File: src/rtl/uart_pkg.sv
// Shared UART definitions: baud-select table, parity encodings, receiver FSM states.
package uart_pkg;

  localparam logic IDLE_LEVEL = 1'b1;

  localparam logic [1:0] BAUD_SEL_2604 = 2'b00;
  localparam logic [1:0] BAUD_SEL_1302 = 2'b01;
  localparam logic [1:0] BAUD_SEL_650  = 2'b10;
  localparam logic [1:0] BAUD_SEL_22   = 2'b11;

  localparam logic [1:0] PAR_NONE  = 2'b00;
  localparam logic [1:0] PAR_ODD   = 2'b01;
  localparam logic [1:0] PAR_EVEN  = 2'b10;
  localparam logic [1:0] PAR_NONE2 = 2'b11;

  typedef enum logic [2:0] {
    IDLE,
    START,
    DATA,
    PARITY,
    STOP,
    DONE
  } rx_state_e;

  // Clocks per bit for each baud select.
  function automatic logic [11:0] bitPeriod(input logic [1:0] sel);
    case (sel)
      BAUD_SEL_2604: bitPeriod = 12'd2604;
      BAUD_SEL_1302: bitPeriod = 12'd1302;
      BAUD_SEL_650:  bitPeriod = 12'd650;
      default:       bitPeriod = 12'd22;
    endcase
  endfunction

  function automatic logic [11:0] halfPeriod(input logic [1:0] sel);
    halfPeriod = bitPeriod(sel) >> 1;
  endfunction

endpackage

File: src/rtl/uart_rx_if.sv
// Receiver-side UART bundle: serial line and frame options in, byte and status out.
interface uart_rx_if;
  logic       rx_in;
  logic [1:0] baud_gen;
  logic       data_lengh;
  logic [1:0] parity_type;
  logic       stop_bits;
  logic [7:0] rx_data;
  logic       rx_valid;
  logic       parity_err;
  logic       frame_err;
  logic       rx_busy;

  modport master (
    output rx_in, baud_gen, data_lengh, parity_type, stop_bits,
    input  rx_data, rx_valid, parity_err, frame_err, rx_busy
  );

  modport slave (
    input  rx_in, baud_gen, data_lengh, parity_type, stop_bits,
    output rx_data, rx_valid, parity_err, frame_err, rx_busy
  );
endinterface

File: src/rtl/uart_rx_sync.sv
// Serial input conditioning: STAGES synchronizer flops followed by one sampling register,
// all reset to the idle line level.
module uart_rx_sync #(
  parameter int   STAGES    = 2,
  parameter logic RESET_VAL = 1'b1
) (
  input  logic clock,
  input  logic rst,
  input  logic d_i,
  output logic q_o
);

  logic [STAGES:0] ff_q;

  always_ff @(posedge clock) begin
    if (rst) begin
      ff_q <= {(STAGES + 1){RESET_VAL}};
    end else begin
      ff_q[0] <= d_i;
      for (int i = 1; i <= STAGES; i++) begin
        ff_q[i] <= ff_q[i-1];
      end
    end
  end

  assign q_o = ff_q[STAGES];

endmodule

File: src/rtl/uart_rx.sv
// UART receiver: mid-bit sampling FSM, 7/8 data bits, optional parity, 1/2 stop bits.
// Define UART_RX_SYNC_EN to put a 2-flop synchronizer in front of the line register.
module uart_rx #(
  parameter logic IDLE_LEVEL = uart_pkg::IDLE_LEVEL
) (
  input  logic     clock,
  input  logic     rst,
  uart_rx_if.slave bus
);
  import uart_pkg::*;

  localparam logic START_LEVEL = ~IDLE_LEVEL;
`ifdef UART_RX_SYNC_EN
  localparam int SYNC_STAGES = 2;
`else
  localparam int SYNC_STAGES = 0;
`endif

  logic       rxLine;
  logic       rxPrev_q;
  rx_state_e  state_q;
  logic [11:0] cnt_q;
  logic [2:0] idx_q;
  logic [7:0] data_q;
  logic [1:0] baud_q;
  logic       len_q;
  logic [1:0] par_q;
  logic       twoStop_q;
  logic       stopIdx_q;
  logic       perr_q;
  logic       ferr_q;
  logic [7:0] rxData_q;
  logic       rxValid_q;
  logic       parityErr_q;
  logic       frameErr_q;
  logic       rxBusy_q;

  logic [11:0] period;
  logic [11:0] half;
  logic [2:0]  lastIdx;
  logic        parEn;
  logic        parExp;

  uart_rx_sync #(
    .STAGES   (SYNC_STAGES),
    .RESET_VAL(IDLE_LEVEL)
  ) u_sync (
    .clock(clock),
    .rst  (rst),
    .d_i  (bus.rx_in),
    .q_o  (rxLine)
  );

  assign period  = bitPeriod(baud_q);
  assign half    = halfPeriod(baud_q);
  assign lastIdx = len_q ? 3'd7 : 3'd6;
  assign parEn   = (par_q == PAR_ODD) || (par_q == PAR_EVEN);
  // data_q bit 7 stays cleared in 7-bit mode, so it never disturbs the reduction.
  assign parExp  = (par_q == PAR_ODD) ? ~^data_q : ^data_q;

  always_ff @(posedge clock) begin
    if (rst) begin
      rxPrev_q    <= IDLE_LEVEL;
      state_q     <= IDLE;
      cnt_q       <= '0;
      idx_q       <= '0;
      data_q      <= '0;
      baud_q      <= '0;
      len_q       <= 1'b0;
      par_q       <= '0;
      twoStop_q   <= 1'b0;
      stopIdx_q   <= 1'b0;
      perr_q      <= 1'b0;
      ferr_q      <= 1'b0;
      rxData_q    <= '0;
      rxValid_q   <= 1'b0;
      parityErr_q <= 1'b0;
      frameErr_q  <= 1'b0;
      rxBusy_q    <= 1'b0;
    end else begin
      rxPrev_q  <= rxLine;
      rxValid_q <= 1'b0;
      case (state_q)
        IDLE: begin
          if (rxPrev_q == IDLE_LEVEL && rxLine == START_LEVEL) begin
            state_q   <= START;
            cnt_q     <= '0;
            idx_q     <= '0;
            data_q    <= '0;
            perr_q    <= 1'b0;
            ferr_q    <= 1'b0;
            stopIdx_q <= 1'b0;
            rxBusy_q  <= 1'b1;
            baud_q    <= bus.baud_gen;
            len_q     <= bus.data_lengh;
            par_q     <= bus.parity_type;
            twoStop_q <= bus.stop_bits;
          end
        end
        START: begin
          if (cnt_q == half - 12'd1) begin
            cnt_q <= '0;
            if (rxLine == START_LEVEL) begin
              state_q <= DATA;
            end else begin
              state_q  <= IDLE;
              rxBusy_q <= 1'b0;
            end
          end else begin
            cnt_q <= cnt_q + 12'd1;
          end
        end
        DATA: begin
          if (cnt_q == period - 12'd1) begin
            cnt_q         <= '0;
            data_q[idx_q] <= rxLine;
            if (idx_q == lastIdx) begin
              idx_q   <= '0;
              state_q <= parEn ? PARITY : STOP;
            end else begin
              idx_q <= idx_q + 3'd1;
            end
          end else begin
            cnt_q <= cnt_q + 12'd1;
          end
        end
        PARITY: begin
          if (cnt_q == period - 12'd1) begin
            cnt_q   <= '0;
            perr_q  <= (rxLine != parExp);
            state_q <= STOP;
          end else begin
            cnt_q <= cnt_q + 12'd1;
          end
        end
        STOP: begin
          if (cnt_q == period - 12'd1) begin
            cnt_q <= '0;
            if (rxLine == START_LEVEL) begin
              ferr_q <= 1'b1;
            end
            if (twoStop_q && !stopIdx_q) begin
              stopIdx_q <= 1'b1;
            end else begin
              state_q <= DONE;
            end
          end else begin
            cnt_q <= cnt_q + 12'd1;
          end
        end
        DONE: begin
          rxData_q    <= data_q;
          parityErr_q <= perr_q;
          frameErr_q  <= ferr_q;
          rxValid_q   <= 1'b1;
          rxBusy_q    <= 1'b0;
          state_q     <= IDLE;
        end
        default: begin
          state_q  <= IDLE;
          rxBusy_q <= 1'b0;
        end
      endcase
    end
  end

  assign bus.rx_data    = rxData_q;
  assign bus.rx_valid   = rxValid_q;
  assign bus.parity_err = parityErr_q;
  assign bus.frame_err  = frameErr_q;
  assign bus.rx_busy    = rxBusy_q;

endmodule

File: src/flat_wrapper.sv
// flat-port wrapper written by rule: the top's interface ports become plain ports
module uart_rx_flat import uart_pkg::*;
#(
  parameter logic IDLE_LEVEL = uart_pkg::IDLE_LEVEL
)
  (clock, rst, bus_rx_in, bus_baud_gen, bus_data_lengh, bus_parity_type, bus_stop_bits, bus_rx_data, bus_rx_valid, bus_parity_err, bus_frame_err, bus_rx_busy);
  uart_rx_if bus_i ();
  input  logic clock;
  input  logic rst;
  input wire logic [$bits(bus_i.rx_in)-1:0] bus_rx_in;
  input wire logic [$bits(bus_i.baud_gen)-1:0] bus_baud_gen;
  input wire logic [$bits(bus_i.data_lengh)-1:0] bus_data_lengh;
  input wire logic [$bits(bus_i.parity_type)-1:0] bus_parity_type;
  input wire logic [$bits(bus_i.stop_bits)-1:0] bus_stop_bits;
  output wire logic [$bits(bus_i.rx_data)-1:0] bus_rx_data;
  output wire logic [$bits(bus_i.rx_valid)-1:0] bus_rx_valid;
  output wire logic [$bits(bus_i.parity_err)-1:0] bus_parity_err;
  output wire logic [$bits(bus_i.frame_err)-1:0] bus_frame_err;
  output wire logic [$bits(bus_i.rx_busy)-1:0] bus_rx_busy;
  assign bus_i.rx_in = bus_rx_in;
  assign bus_i.baud_gen = bus_baud_gen;
  assign bus_i.data_lengh = bus_data_lengh;
  assign bus_i.parity_type = bus_parity_type;
  assign bus_i.stop_bits = bus_stop_bits;
  assign bus_rx_data = bus_i.rx_data;
  assign bus_rx_valid = bus_i.rx_valid;
  assign bus_parity_err = bus_i.parity_err;
  assign bus_frame_err = bus_i.frame_err;
  assign bus_rx_busy = bus_i.rx_busy;
  uart_rx #(.IDLE_LEVEL(IDLE_LEVEL)) u_core (.clock(clock), .rst(rst), .bus(bus_i));
endmodule
File: config.mk
export PLATFORM = sky130hd
export DESIGN_NAME = uart_rx_flat
export DESIGN_NICKNAME = d
export VERILOG_FILES = /design/src/rtl/uart_pkg.sv /design/src/rtl/uart_rx_if.sv /design/src/rtl/uart_rx_sync.sv /design/src/rtl/uart_rx.sv /design/src/flat_wrapper.sv
export SDC_FILE = /design/constraint.sdc
export NUM_CORES = 1
export LEC_CHECK = 0
export ABC_AREA = 1
export BUFFER_PORTS_ARGS = -buffer_cell sky130_fd_sc_hd__buf_4
export CAP_MARGIN = 20
export CORE_UTILIZATION = 50
export CTS_BUF_LIST = sky130_fd_sc_hd__clkbuf_16
export DETAILED_ROUTE_END_ITERATION = 12
export GPL_TIMING_DRIVEN = 0
export PLACE_DENSITY = 0.68
export SLEW_MARGIN = 20
export SYNTH_ARGS = -nofsm -noshare
export SYNTH_HDL_FRONTEND = slang
export SYNTH_SLANG_ARGS = --single-unit
File: constraint.sdc
create_clock -name clock -period 4.1 [get_ports clock]
set_input_delay 0.82 -clock clock [delete_from_list [all_inputs] [get_ports clock]]
set_output_delay 0.82 -clock clock [all_outputs]
set_load 0.005 [all_outputs]
# Word level (Yosys, flattened, before mapping)
# Index checks and enable logic that the tools add are counted.
dict set report totals {
  regBits 49
  input_bits 9
  out_inout_bits 12
  wordCells 112
}
dict set report op_classes {
  add_sub_neg 4
  n_lt_le_gt_ge 2
  eq_ne 23
  n_mux 41
  n_bitwise 2
  reduce_logical 22
}
# cell count
set ops {}
lappend ops {{12-bit one-hot mux with 3 select lines} 2}
lappend ops {{12-bit 2-to-1 mux} 3}
lappend ops {{3-bit 2-to-1 mux} 11}
lappend ops {{12-bit equality test} 2}
lappend ops {{8-bit 2-to-1 mux} 2}
lappend ops {{8-bit one-hot mux with 2 select lines} 1}
lappend ops {{3-bit one-hot mux with 5 select lines} 1}
lappend ops {{2-bit by 1-bit != test with 1-bit output (second input constant)} 7}
lappend ops {{1-bit 2-to-1 mux} 13}
lappend ops {{12-bit by 1-bit adder with 12-bit output (second input constant)} 1}
lappend ops {{4-bit AND reduction} 3}
lappend ops {{11-bit by 1-bit subtractor with 12-bit output (second input constant)} 1}
lappend ops {{12-bit by 1-bit subtractor with 12-bit output (second input constant)} 1}
lappend ops {{8-bit bitwise mux} 1}
lappend ops {{8-bit XNOR reduction} 1}
lappend ops {{8-bit XOR reduction} 1}
lappend ops {{7-bit AND reduction} 1}
lappend ops {{3-bit by 2-bit equality test with 1-bit output (second input constant)} 2}
lappend ops {{3-bit equality test (second input constant)} 2}
lappend ops {{2-bit != test (second input constant)} 3}
lappend ops {{1-bit one-hot mux with 2 select lines} 3}
lappend ops {{3-bit one-hot mux with 2 select lines} 1}
lappend ops {{3-bit AND reduction} 2}
lappend ops {{2-bit nonzero test} 3}
lappend ops {{other kinds (20)} 26}

# Logic depth before layout (Yosys ltp)
dict set report logic_depth {
  word_depth 7
  depth_mapped 18
  mapped_depth_nobuf 16
}

# Cells and area by module
# A second synthesis with hierarchy kept.
dict set report hier_totals {
  cells_unflattened 422
  area_unflattened_um2 2743.9
}
# mod instances cells_each area_each_um2 seq_area_each_um2
set modules_own_cells {}
lappend modules_own_cells {uart_rx 1 418 2712.6 960.9}
lappend modules_own_cells {uart_rx_sync 1 4 31.3 20.0}

# Worst setup path after synthesis
# Ideal clock, no wire load.
dict set report synth_timing {
  path_kind {reg-to-reg}
  from {reg u_core.baud_q[1]}
  to {reg u_core.cnt_q[11]}
  setup_ps 109
  arrival_time_ps 1770
  required_ps 3991
  setup_slack_ps 2221
  stages_incl_launch_ff 18
  path_buffers 2
  synth_period_minus_slack_ps 1879
  cell_sequence {dfxtp_1 > buf_4 > inv_4 > nor2_2 > ha_1 > nand2_1 > o21ai_1 > nor2_1 > nand2_1 > nor2_2 > nand2_1 > nand2_2 > nand2_2 > buf_6 > nand2_1 > nand2_1 > nand2_1 > inv_1}
}
dict set report synth_between {
  elab_chain_len 6
  word_cells_on_any_way 11
  classes_between {2 x add/sub; 4 x eq/ne; 4 x mux; 1 x reduce/logical}
}
# item line
set synth_rtl {}
lappend synth_rtl {{start, declared} uart_rx.sv:25} ;# logic [1:0] baud_q;
lappend synth_rtl {{start signal, assigned} uart_rx.sv:94} ;# baud_q <= bus.baud_gen;
lappend synth_rtl {{2-bit equality test, or another cell as far along} uart_pkg.sv:27} ;# case (sel)
lappend synth_rtl {{12-bit one-hot mux with 3 select lines (*)} uart_pkg.sv:27}
lappend synth_rtl {{12-bit by 1-bit subtractor with 12-bit output / 11-bit by 1-bit subtractor with 12-bit output (equally long branches)} n/a}
lappend synth_rtl {{12-bit equality test, on equally long branches} n/a}
lappend synth_rtl {{12-bit 2-to-1 mux, on equally long branches} n/a}
lappend synth_rtl {{12-bit one-hot mux with 3 select lines (*)} uart_rx.sv:83} ;# case (state_q)
lappend synth_rtl {{end signal, assigned} uart_rx.sv:124} ;# cnt_q <= cnt_q + 12'd1;
lappend synth_rtl {{end signal, assigned} uart_rx.sv:133} ;# cnt_q <= cnt_q + 12'd1;
lappend synth_rtl {{end signal, assigned} uart_rx.sv:148} ;# cnt_q <= cnt_q + 12'd1;
lappend synth_rtl {{end, declared} uart_rx.sv:22} ;# logic [11:0] cnt_q;
# Every way passes the cells marked *; elsewhere a longest branch is shown, timed or not.
# A chain may end at the register's enable or synchronous reset.

# Worst setup path in the final report
dict set report layout_timing {
  from {reg u_core.baud_q[0]}
  to {reg u_core.cnt_q[11]}
}
# Same word-level chain as after synthesis.

==> run metrics <==
routed wire length per instance 12.4 µm; RSZ-0062 raised after global routing false; GRT Util Overall 23.9%; max-slew violations 0; Post-CTS Hold Fix Bufs 0; CP delay by family, top simple AND/OR/NAND/NOR gates; most common cell after layout, fill and taps aside nand2_1; CTS tree yes; data required time at the worst endpoint 4290 ps; largest net degree at the start of global routing 16; Post-synth top flop dfxtp_1; Mapped Area 2860 µm²; Synth warnings 0; Rows 27; worst-margin pin slew 540 ps; Post-Syn Area per Cell 6.50 µm²; Detailed Route WL ~6700 µm; first-pass GRT wire length 11,500 µm; CP max stage cell dfxtp_1; die area 6020 µm²; most frequent cells in the layout nand2_1 (121), nor2_1 (54), dfxtp_1 (49); CP Class flop to flop; Multi-input gate area 1590 µm²; final worst-path cycle share 51.9%; CP max FO 10; fin crit period approximately 2100 ps; DR iter-0 viols 143; max_cap viols 0; fillers 578; Critical path buffers and inverters 4; CP Cell Sequence inv_1 > nand2_1 > ha_1 > inv_1 > nand2_1 > xor2_1 > nor2_1 > nand2_1 > nand2_2 > nand2_2 > buf_6 > nand2_1 > nand2_1 > nand2_1 > inv_1; Pwr Density 555 nW/µm²; cts repair resizes 0; drc violations 0; CTS clock-pin slew for the worst setup and hold paths 60 ps; vias in the first global route 2,530; crit path DAT 2320 ps; clock buffer depth 2; Post CTS Setup Buffer Count 0; Startpoint Class flop; vias per cell 5.08; P&R area growth vs syn 13.4%; FF+latch count, synth 49; Mapped Nets 454; CTS Buf Count 5; Final Hold Fails 0; DRT Pass-1 Iters 7; # IOs 21; gpl congestion around 0.94; share of cells above drive strength 1 13.2%; register area 981 µm²; DPL Wire Length 5030 µm; gr ovfl total 0; final setup vio count 0; clk root buf clkbuf_16; status finished clean; asr flop ratio synth 0%; Nets 481; Initial Util 51.9%; via count 2,743; Achievable Freq 0.470 GHz; Core Footprint 5510 µm²; Mapped Cells 440; clk_skew approximately 6.2 ps; antenna viol nets, final 0; clock latency on the worst-skew pair 290 ps; Die Width 77.6 µm; CP max stage delay roughly 320 ps; Max transition margin between 60 and 70%; sequential fraction of the synthesis area around 34%; total power draw roughly 1800 µW; PortBufs 20; synth unique cells 34; H-tree Lvls 2; CTS sink cnt between 40 and 50; Crit. End Element flop; setup_tns 0 ps; Die H between 70 and 80 µm; Max IR drop VDD 0.000364 V; Crit path top cell by count nand2_1; initial antenna violation count 0; Post-synth EDFFs 0; worst hold path type flop to flop; Pleak 0.00149 µW; Antenna Cells 0
## layer usage
layer | global-route usage, % | routed length (µm) | up-vias
met2 | 42.0 | 3180 | 41
met5 | 0 | 0 | -
met4 | 6.42 | 77 | 0
met3 | 4.00 | 195 | 7
li1 | - | - | 1450
met1 | 30.0 | 3220 | 1245
## through the flow
stage	worst slack (ps)	instance area (µm²)	instances	util (%)	hold WS [ps]
after floorplan	2220	2860	440	-	424
after global placement	1980	3100	532	56.3	442
after detailed placement	1990	3100	532	56.3	447
after CTS	1980	3240	540	58.9	461
after global routing	1720	3240	540	58.9	483
final	1970	3240	540	58.9	458
## Yosys cell counts, types with 2 or more instances
| cell type | count | area [µm²] |
|---|---|---|
| nand2_1 | 121 | 454 |
| nor2_1 | 54 | 203 |
| dfxtp_1 | 49 | 981 |
| inv_1 | 44 | 165 |
| a21oi_1 | 28 | 140 |
| nand3_1 | 27 | 135 |
| o21ai_0 | 27 | 135 |
| nor3_1 | 14 | 70.1 |
| xor2_1 | 10 | 87.6 |
| or2_2 | 9 | 56.3 |
| clkbuf_1 | 7 | 26.3 |
| ha_1 | 5 | 62.6 |
| nor2_2 | 5 | 31.3 |
| xnor2_1 | 5 | 43.8 |
| buf_2 | 4 | 20.0 |
| buf_6 | 4 | 45.0 |
| nand2_2 | 3 | 18.8 |
| buf_4 | 2 | 15.0 |
| nand3b_1 | 2 | 15.0 |
| nand4_1 | 2 | 12.5 |
| nor3_2 | 2 | 20.0 |
| o211ai_1 | 2 | 15.0 |
| o21ai_1 | 2 | 10.0 |
| o22ai_1 | 2 | 12.5 |
## power breakdown
| group | leakage, µW | total [µW] | switching, µW | internal [µW] |
|---|---|---|---|---|
| logic | 0.00102 | 804 | 504 | 300 |
| clock network | 0.0000754 | 400 | 175 | 225 |
| registers | 0.000398 | 596 | 60.8 | 535 |
## cell type report
class / count / area share [%]
tap: 72 / 2.78
multi-input combinational: 326 / 49.0
buffer: 18 / 3.43
clock buffer: 5 / 3.86
timing repair buffer: 20 / 4.63
clock inverter: 3 / 0.540
inverter: 47 / 5.52
sequential: 49 / 30.3
## cells by family after synthesis
logic type      Yosys count  synth area share (%)
flops                    49                  34.3
compound gates           64                  11.9
buf+inv                  65                  10.2
xor+xnor                 15                  4.59
simple gates            242                  36.9
fa+ha+maj                 5                  2.19
## worst paths after layout
kind	from	end	slack [ps]	cells after the start
worst min register to register	u_core.ferr_q	u_core.bus.frame_err	460	2
worst min-delay path	u_core.ferr_q	u_core.bus.frame_err	460	2
worst max register to register	u_core.baud_q[0]	u_core.cnt_q[11]	1970	15
worst max-delay path	u_core.baud_q[0]	u_core.cnt_q[11]	1970	15
## worst reg2reg max path, stage by stage (launching register included)
cell     delay, ps
dfxtp_1        320
inv_1          200
nand2_1        130
ha_1           210
inv_1           40
nand2_1         90
xor2_1         160
nor2_1         200
nand2_1        160
nand2_2        130
nand2_2         70
buf_6          150
nand2_1         50
nand2_1         40
nand2_1         50
inv_1           30
## sequential cells by signal (all words and copies together), names as in the netlist
signal / cells
u_core.cnt_q: 12
u_core.u_sync.q_o: 1
u_core.bus.rx_data: 8
u_core.perr_q: 1
u_core.len_q: 1
u_core.idx_q: 3
u_core.data_q: 8
u_core.stopIdx_q: 1
u_core.twoStop_q: 1
u_core.state_q: 3
u_core.rxPrev_q: 1
u_core.bus.parity_err: 1
u_core.par_q: 2
u_core.bus.rx_busy: 1
u_core.bus.frame_err: 1
u_core.bus.rx_valid: 1
u_core.baud_q: 2
u_core.ferr_q: 1
Power figures use the tool's default switching activity.
